===== src/rtl/regfile_pkg.sv =====
// Shared constants and types for the register-file writeback scheduler.
package regfile_pkg;

    localparam int unsigned AW   = 5;
    localparam int unsigned DW   = 32;
    localparam int unsigned NREG = 1 << AW;

    // Writeback source; also the encoding of the arbiter's last-grant state.
    typedef enum logic {
        SRC_ALU = 1'b0,
        SRC_MEM = 1'b1
    } src_e;

    localparam logic [AW-1:0] REG_ZERO = '0;

endpackage


===== src/rtl/regfile_wb_scheduler_if.sv =====
// Writeback requests, issue/query scoreboard access and register-file write port.
interface regfile_wb_scheduler_if;
    import regfile_pkg::*;

    logic          alu_valid;
    logic [AW-1:0] alu_reg;
    logic [DW-1:0] alu_data;
    logic          alu_ready;

    logic          mem_valid;
    logic [AW-1:0] mem_reg;
    logic [DW-1:0] mem_data;
    logic          mem_ready;

    logic          issue_valid;
    logic [AW-1:0] issue_reg;
    logic [AW-1:0] query_reg_1;
    logic [AW-1:0] query_reg_2;
    logic          busy_1;
    logic          busy_2;

    logic          RegWrite;
    logic [AW-1:0] write_register;
    logic [DW-1:0] write_data;

    // Pipeline side: drives requests and queries.
    modport master (
        output alu_valid, alu_reg, alu_data,
        input  alu_ready,
        output mem_valid, mem_reg, mem_data,
        input  mem_ready,
        output issue_valid, issue_reg, query_reg_1, query_reg_2,
        input  busy_1, busy_2,
        input  RegWrite, write_register, write_data
    );

    // Scheduler side.
    modport slave (
        input  alu_valid, alu_reg, alu_data,
        output alu_ready,
        input  mem_valid, mem_reg, mem_data,
        output mem_ready,
        input  issue_valid, issue_reg, query_reg_1, query_reg_2,
        output busy_1, busy_2,
        output RegWrite, write_register, write_data
    );

endinterface


===== src/rtl/regfile_wb_scheduler_rr_arb2.sv =====
// Two-way round-robin arbiter. req[0]/gnt[0] is the ALU, req[1]/gnt[1] the load path.
module rr_arb2
    import regfile_pkg::*;
(
    input  logic       clk,
    input  logic       rst,
    input  logic [1:0] req,
    output logic [1:0] gnt
);

    src_e last_q;
    src_e last_d;

    // Last-grant register; reset to MEM so the ALU wins the first tie.
    always_ff @(posedge clk or posedge rst) begin
        if (rst) begin
            last_q <= SRC_MEM;
        end else begin
            last_q <= last_d;
        end
    end

    // Grant: a lone requester wins, a tie goes to the source not granted last.
    always_comb begin
        gnt = 2'b00;
        if (!rst) begin
            case (req)
                2'b01:   gnt = 2'b01;
                2'b10:   gnt = 2'b10;
                2'b11:   gnt = (last_q == SRC_MEM) ? 2'b01 : 2'b10;
                default: gnt = 2'b00;
            endcase
        end
    end

    // Last-grant follows every grant; idle cycles leave it alone.
    always_comb begin
        last_d = last_q;
        if (gnt[0]) begin
            last_d = SRC_ALU;
        end else if (gnt[1]) begin
            last_d = SRC_MEM;
        end
    end

endmodule


===== src/rtl/regfile_wb_scheduler.sv =====
// Shares the register-file write port between ALU and load writeback and keeps
// a busy scoreboard of registers with a pending write.
module regfile_wb_scheduler
    import regfile_pkg::*;
(
    input logic                  clk,
    input logic                  rst,
    regfile_wb_scheduler_if.slave bus
);

    logic [1:0]      req;
    logic [1:0]      gnt;
    logic            xfer;
    logic            commit;
    logic [AW-1:0]   xfer_reg;
    logic [DW-1:0]   xfer_data;

    logic            reg_write_q;
    logic [AW-1:0]   wr_reg_q;
    logic [DW-1:0]   wr_data_q;
    logic [NREG-1:0] busy_q;
    logic [NREG-1:0] busy_d;

    assign req = {bus.mem_valid, bus.alu_valid};

    rr_arb2 u_arb (
        .clk (clk),
        .rst (rst),
        .req (req),
        .gnt (gnt)
    );

    assign bus.alu_ready = gnt[0];
    assign bus.mem_ready = gnt[1];

    // Select the granted request; writes to register 0 are accepted but dropped.
    always_comb begin
        xfer      = |gnt;
        xfer_reg  = gnt[1] ? bus.mem_reg  : bus.alu_reg;
        xfer_data = gnt[1] ? bus.mem_data : bus.alu_data;
        commit    = xfer && (xfer_reg != REG_ZERO);
    end

    // Register-file write port; index and data hold when nothing commits.
    always_ff @(posedge clk or posedge rst) begin
        if (rst) begin
            reg_write_q <= 1'b0;
            wr_reg_q    <= '0;
            wr_data_q   <= '0;
        end else begin
            reg_write_q <= commit;
            if (commit) begin
                wr_reg_q  <= xfer_reg;
                wr_data_q <= xfer_data;
            end
        end
    end

    // Scoreboard next state: clear on commit, then set on issue so a newer producer wins.
    always_comb begin
        busy_d = busy_q;
        if (commit) begin
            busy_d[xfer_reg] = 1'b0;
        end
        if (bus.issue_valid && (bus.issue_reg != REG_ZERO)) begin
            busy_d[bus.issue_reg] = 1'b1;
        end
    end

    // Scoreboard register.
    always_ff @(posedge clk or posedge rst) begin
        if (rst) begin
            busy_q <= '0;
        end else begin
            busy_q <= busy_d;
        end
    end

    assign bus.busy_1         = (bus.query_reg_1 != REG_ZERO) && busy_q[bus.query_reg_1];
    assign bus.busy_2         = (bus.query_reg_2 != REG_ZERO) && busy_q[bus.query_reg_2];
    assign bus.RegWrite       = reg_write_q;
    assign bus.write_register = wr_reg_q;
    assign bus.write_data     = wr_data_q;

endmodule


===== src/flat_wrapper.sv =====
// flat-port wrapper written by rule: the top's interface ports become plain ports
module regfile_wb_scheduler_flat import regfile_pkg::*;
  (clk, rst, bus_alu_valid, bus_alu_reg, bus_alu_data, bus_alu_ready, bus_mem_valid, bus_mem_reg, bus_mem_data, bus_mem_ready, bus_issue_valid, bus_issue_reg, bus_query_reg_1, bus_query_reg_2, bus_busy_1, bus_busy_2, bus_RegWrite, bus_write_register, bus_write_data);
  regfile_wb_scheduler_if bus_i ();
  input logic clk;
  input logic rst;
  input wire logic [$bits(bus_i.alu_valid)-1:0] bus_alu_valid;
  input wire logic [$bits(bus_i.alu_reg)-1:0] bus_alu_reg;
  input wire logic [$bits(bus_i.alu_data)-1:0] bus_alu_data;
  output wire logic [$bits(bus_i.alu_ready)-1:0] bus_alu_ready;
  input wire logic [$bits(bus_i.mem_valid)-1:0] bus_mem_valid;
  input wire logic [$bits(bus_i.mem_reg)-1:0] bus_mem_reg;
  input wire logic [$bits(bus_i.mem_data)-1:0] bus_mem_data;
  output wire logic [$bits(bus_i.mem_ready)-1:0] bus_mem_ready;
  input wire logic [$bits(bus_i.issue_valid)-1:0] bus_issue_valid;
  input wire logic [$bits(bus_i.issue_reg)-1:0] bus_issue_reg;
  input wire logic [$bits(bus_i.query_reg_1)-1:0] bus_query_reg_1;
  input wire logic [$bits(bus_i.query_reg_2)-1:0] bus_query_reg_2;
  output wire logic [$bits(bus_i.busy_1)-1:0] bus_busy_1;
  output wire logic [$bits(bus_i.busy_2)-1:0] bus_busy_2;
  output wire logic [$bits(bus_i.RegWrite)-1:0] bus_RegWrite;
  output wire logic [$bits(bus_i.write_register)-1:0] bus_write_register;
  output wire logic [$bits(bus_i.write_data)-1:0] bus_write_data;
  assign bus_i.alu_valid = bus_alu_valid;
  assign bus_i.alu_reg = bus_alu_reg;
  assign bus_i.alu_data = bus_alu_data;
  assign bus_alu_ready = bus_i.alu_ready;
  assign bus_i.mem_valid = bus_mem_valid;
  assign bus_i.mem_reg = bus_mem_reg;
  assign bus_i.mem_data = bus_mem_data;
  assign bus_mem_ready = bus_i.mem_ready;
  assign bus_i.issue_valid = bus_issue_valid;
  assign bus_i.issue_reg = bus_issue_reg;
  assign bus_i.query_reg_1 = bus_query_reg_1;
  assign bus_i.query_reg_2 = bus_query_reg_2;
  assign bus_busy_1 = bus_i.busy_1;
  assign bus_busy_2 = bus_i.busy_2;
  assign bus_RegWrite = bus_i.RegWrite;
  assign bus_write_register = bus_i.write_register;
  assign bus_write_data = bus_i.write_data;
  regfile_wb_scheduler u_core (.clk(clk), .rst(rst), .bus(bus_i));
endmodule

===== config.mk =====
export PLATFORM = sky130hd
export DESIGN_NAME = regfile_wb_scheduler_flat
export DESIGN_NICKNAME = d
export VERILOG_FILES = /design/src/rtl/regfile_pkg.sv /design/src/rtl/regfile_wb_scheduler_if.sv /design/src/rtl/regfile_wb_scheduler_rr_arb2.sv /design/src/rtl/regfile_wb_scheduler.sv /design/src/flat_wrapper.sv
export SDC_FILE = /design/constraint.sdc
export NUM_CORES = 1
export LEC_CHECK = 0
export CAP_MARGIN = 0
export CORE_AREA = 4 4 97 99
export CTS_CLUSTER_SIZE = 28
export DETAILED_ROUTE_END_ITERATION = 10
export DIE_AREA = 0 0 101 103
export MAX_ROUTING_LAYER = met4
export PLACE_DENSITY = 0.88
export SYNTH_ARGS = -nofsm -noshare
export SYNTH_HDL_FRONTEND = slang
export SYNTH_SLANG_ARGS = --single-unit
export TNS_END_PERCENT = 100

===== constraint.sdc =====
create_clock -name clk -period 3.1 [get_ports clk]
set_input_delay 0.31 -clock clk [delete_from_list [all_inputs] [get_ports clk]]
set_output_delay 0.31 -clock clk [all_outputs]
set_load 0.05 [all_outputs]

==> out/results.txt <==
Run status = finished, final reports clean
Total GRT Usage = 24.0%
Hpwl dp = 9.12 mm
Area leader, netlist = dfrtp_1
Power per cell area = 578 nW/um^2
EDFF count, synth = 0
Synth Area in Compound Gates = 11.2%
Mapped Cells = 378
Die ar. = 10,400 um^2
Via density per instance = 5.80
Number of nets in the layout = 605
Row count = 34
First-pass GRT wire length = 18.6 mm
Clock Pin Slew Worst Setup and Hold Paths = 0.08 ns
Simple-gate area share of the yosys netlist = 15.0%
Initial DRC count = 229
WP data arrival = 2.28 ns
Adder-cell share of the synthesized area = 0%
Post-Layout Inst Area = 5840 um^2
Remaining DRCs = 0
Yosys warnings = 0
Area of the mapped netlist = 4210 um^2
Layout cells sized above 1 = 22.3%
Ys async rst share = 100%
Largest net degree at the start of global routing = 61
Syn avg cell area = 11.1 um^2
Xor and xnor area share after synthesis = 0%
Cell area after placement = 5610 um^2
Number of buffers added for setup after CTS = 0
GRT overflow = 0
Clock buffer count from CTS = 9
Ranking of synthesized cells by area = dfrtp_1 (41%), mux2_2 (10%), mux2_4 (10%)
Final period utilization = 83.7%
DR WL/cell = 19.0 um
Sequential share of the synthesized area = 41.6%
Initial antenna violation count = 0
F_max = 386 MHz
Via count = 3,622
Largest family of logic cells by synthesized area = multiplexers
Final wirelength = 11.9 mm
Worst-Margin Slew = 0.994 ns
Post-CTS sizing = 0
CTS tree = yes
Commonest non-fill, non-tap cell in the layout = clkdlybuf4s50_1
Commonest cells after routing, fill and taps aside = clkdlybuf4s50_1 (132), nand2_1 (74), dfrtp_1 (69)
Final Hold Viols = 0
Antenna cells = 0
RSZ-0062 raised after global routing = false
Hold WC Path Type = in2async
Crit path kind = in2out
Worst path required time = 2.79 ns
Hold buffer count at CTS = 0
Core area = 8550 um^2
Initial Utilization = 49.2%
Slew margin rel. = 33.6%
First-pass DRT Iterations = 6
Primary FF master, synth = dfrtp_1
CTS H-tree lvls = 3
Ports = 136
Worst-path maximum fanout = 6
Gpl congestion = 0.978
Endpoint type of the worst setup path = primary output
Syn_nets = 472
CTS Sinks = 70
Setup Viol. Count Final = 0
Clk_lat worst skew = 0.34 ns
Die Ht = 103 um
Synth top area share = 41.0%
Vias in the first global route = 3,758
Clock skew = 0.00704 ns
Crit path time final = 2.59 ns
Clk buf depth = 2
IO buf count = 135
Lkg Pwr = 2.41 nW
Synth-to-Final Area Change = 38.8%
Die X = 101 um
Slew Limit Fails = 0
Mux cell area share after synthesis = 28.6%
Final setup TNS = 0 ns
Max-cap viol count = 0
FF+latch count, synth = 70
VDD IR max = 0.000315 V
CTS root buf = clkbuf_8
Routed Antenna Nets = 0
Synth unique cells = 50
CP Launch Type = input pin
==> worst max-delay path, cell delays in order <==
cell	delay, ns
clkdlybuf4s50_1	0.68
mux4_2	0.54
nor2b_1	0.14
nor4b_1	0.31
nor3_1	0.10
buf_4	0.20
==> synthesized netlist by cell type (5+ instances only) <==
library cell and instances:
nor3_1 6, o21ai_0 37, nand2_1 74, a21oi_1 5, mux2_2 39, clkbuf_1 8
nand3_1 7, dfrtp_1 69, mux2i_1 6, o211ai_1 6, mux4_2 12, nand2b_1 6
mux2_4 29
==> layout make-up <==
| cell class | instances | area, um^2 |
|---|---|---|
| sequential | 70 | 1750 |
| inverter | 4 | 20.0 |
| tap | 108 | 135 |
| fill | 613 | 2710 |
| timing repair buffer | 140 | 1390 |
| clock inverter | 6 | 93.8 |
| multi-input combinational | 286 | 2310 |
| clock buffer | 10 | 138 |
==> registers in the layout, indices dropped and copies added, names as in the netlist <==
register                   cells
u_core.bus.RegWrite            1
u_core.bus.write_register      5
u_core.u_arb.last_q            1
u_core.busy_q                 31
u_core.bus.write_data         32
==> through the flow <==
stage	util, %	hold WS, ns	worst slack, ns	power (mW)	cells
after global routing	68.3	0.355	0.331	3.52	624
after floorplan	-	0.470	0.557	2.07	378
after CTS	68.3	0.304	0.489	3.38	624
after detailed placement	65.6	0.494	0.254	2.55	608
final	68.3	0.314	0.506	3.37	624
after global placement	65.6	0.490	0.339	2.50	608
==> final timing paths <==
| path | startpoint | end | slack [ns] | cells after the start |
|---|---|---|---|---|
| max in group asynchronous | rst | u_core.bus.write_data[19]$_DFFE_PP0N_ | 1.69 | 3 |
| max reg2reg | u_core.u_arb.last_q$_DFFE_PP1P_ | u_core.bus.write_data[4]$_DFFE_PP0N_ | 0.70 | 6 |
| min reg2reg | u_core.bus.write_data[5]$_DFFE_PP0N_ | u_core.bus.write_data[5]$_DFFE_PP0N_ | 0.51 | 1 |
| min | rst | u_core.bus.write_data[26]$_DFFE_PP0N_ | 0.31 | 2 |
| min in group clk | u_core.bus.write_data[5]$_DFFE_PP0N_ | u_core.bus.write_data[5]$_DFFE_PP0N_ | 0.51 | 1 |
| max | bus_query_reg_2[0] | bus_busy_2 | 0.51 | 6 |
==> per-layer routing <==
layer	track usage, %	up-vias	routed length (um)
met1	27.7	1723	4540
li1	-	1654	-
met4	9.92	0	292
met3	6.29	38	1100
met5	-	-	0
met2	40.1	207	5950
==> where the power goes <==
part           total, mW  internal (mW)  switching [mW]  leakage (nW)
clock              0.832          0.480           0.351         0.113
combinational       1.26          0.582           0.682          1.47
sequential          1.28           1.12           0.162         0.829
total               3.37           2.18            1.20          2.41
==> kinds of logic after synthesis <==
family | Yosys count
muxes | 86
buffers and inverters | 22
and+or+nand+nor | 129
DFF | 70
AOI/OAI and AO/OA | 71
(Power assumes the default switching activity.)
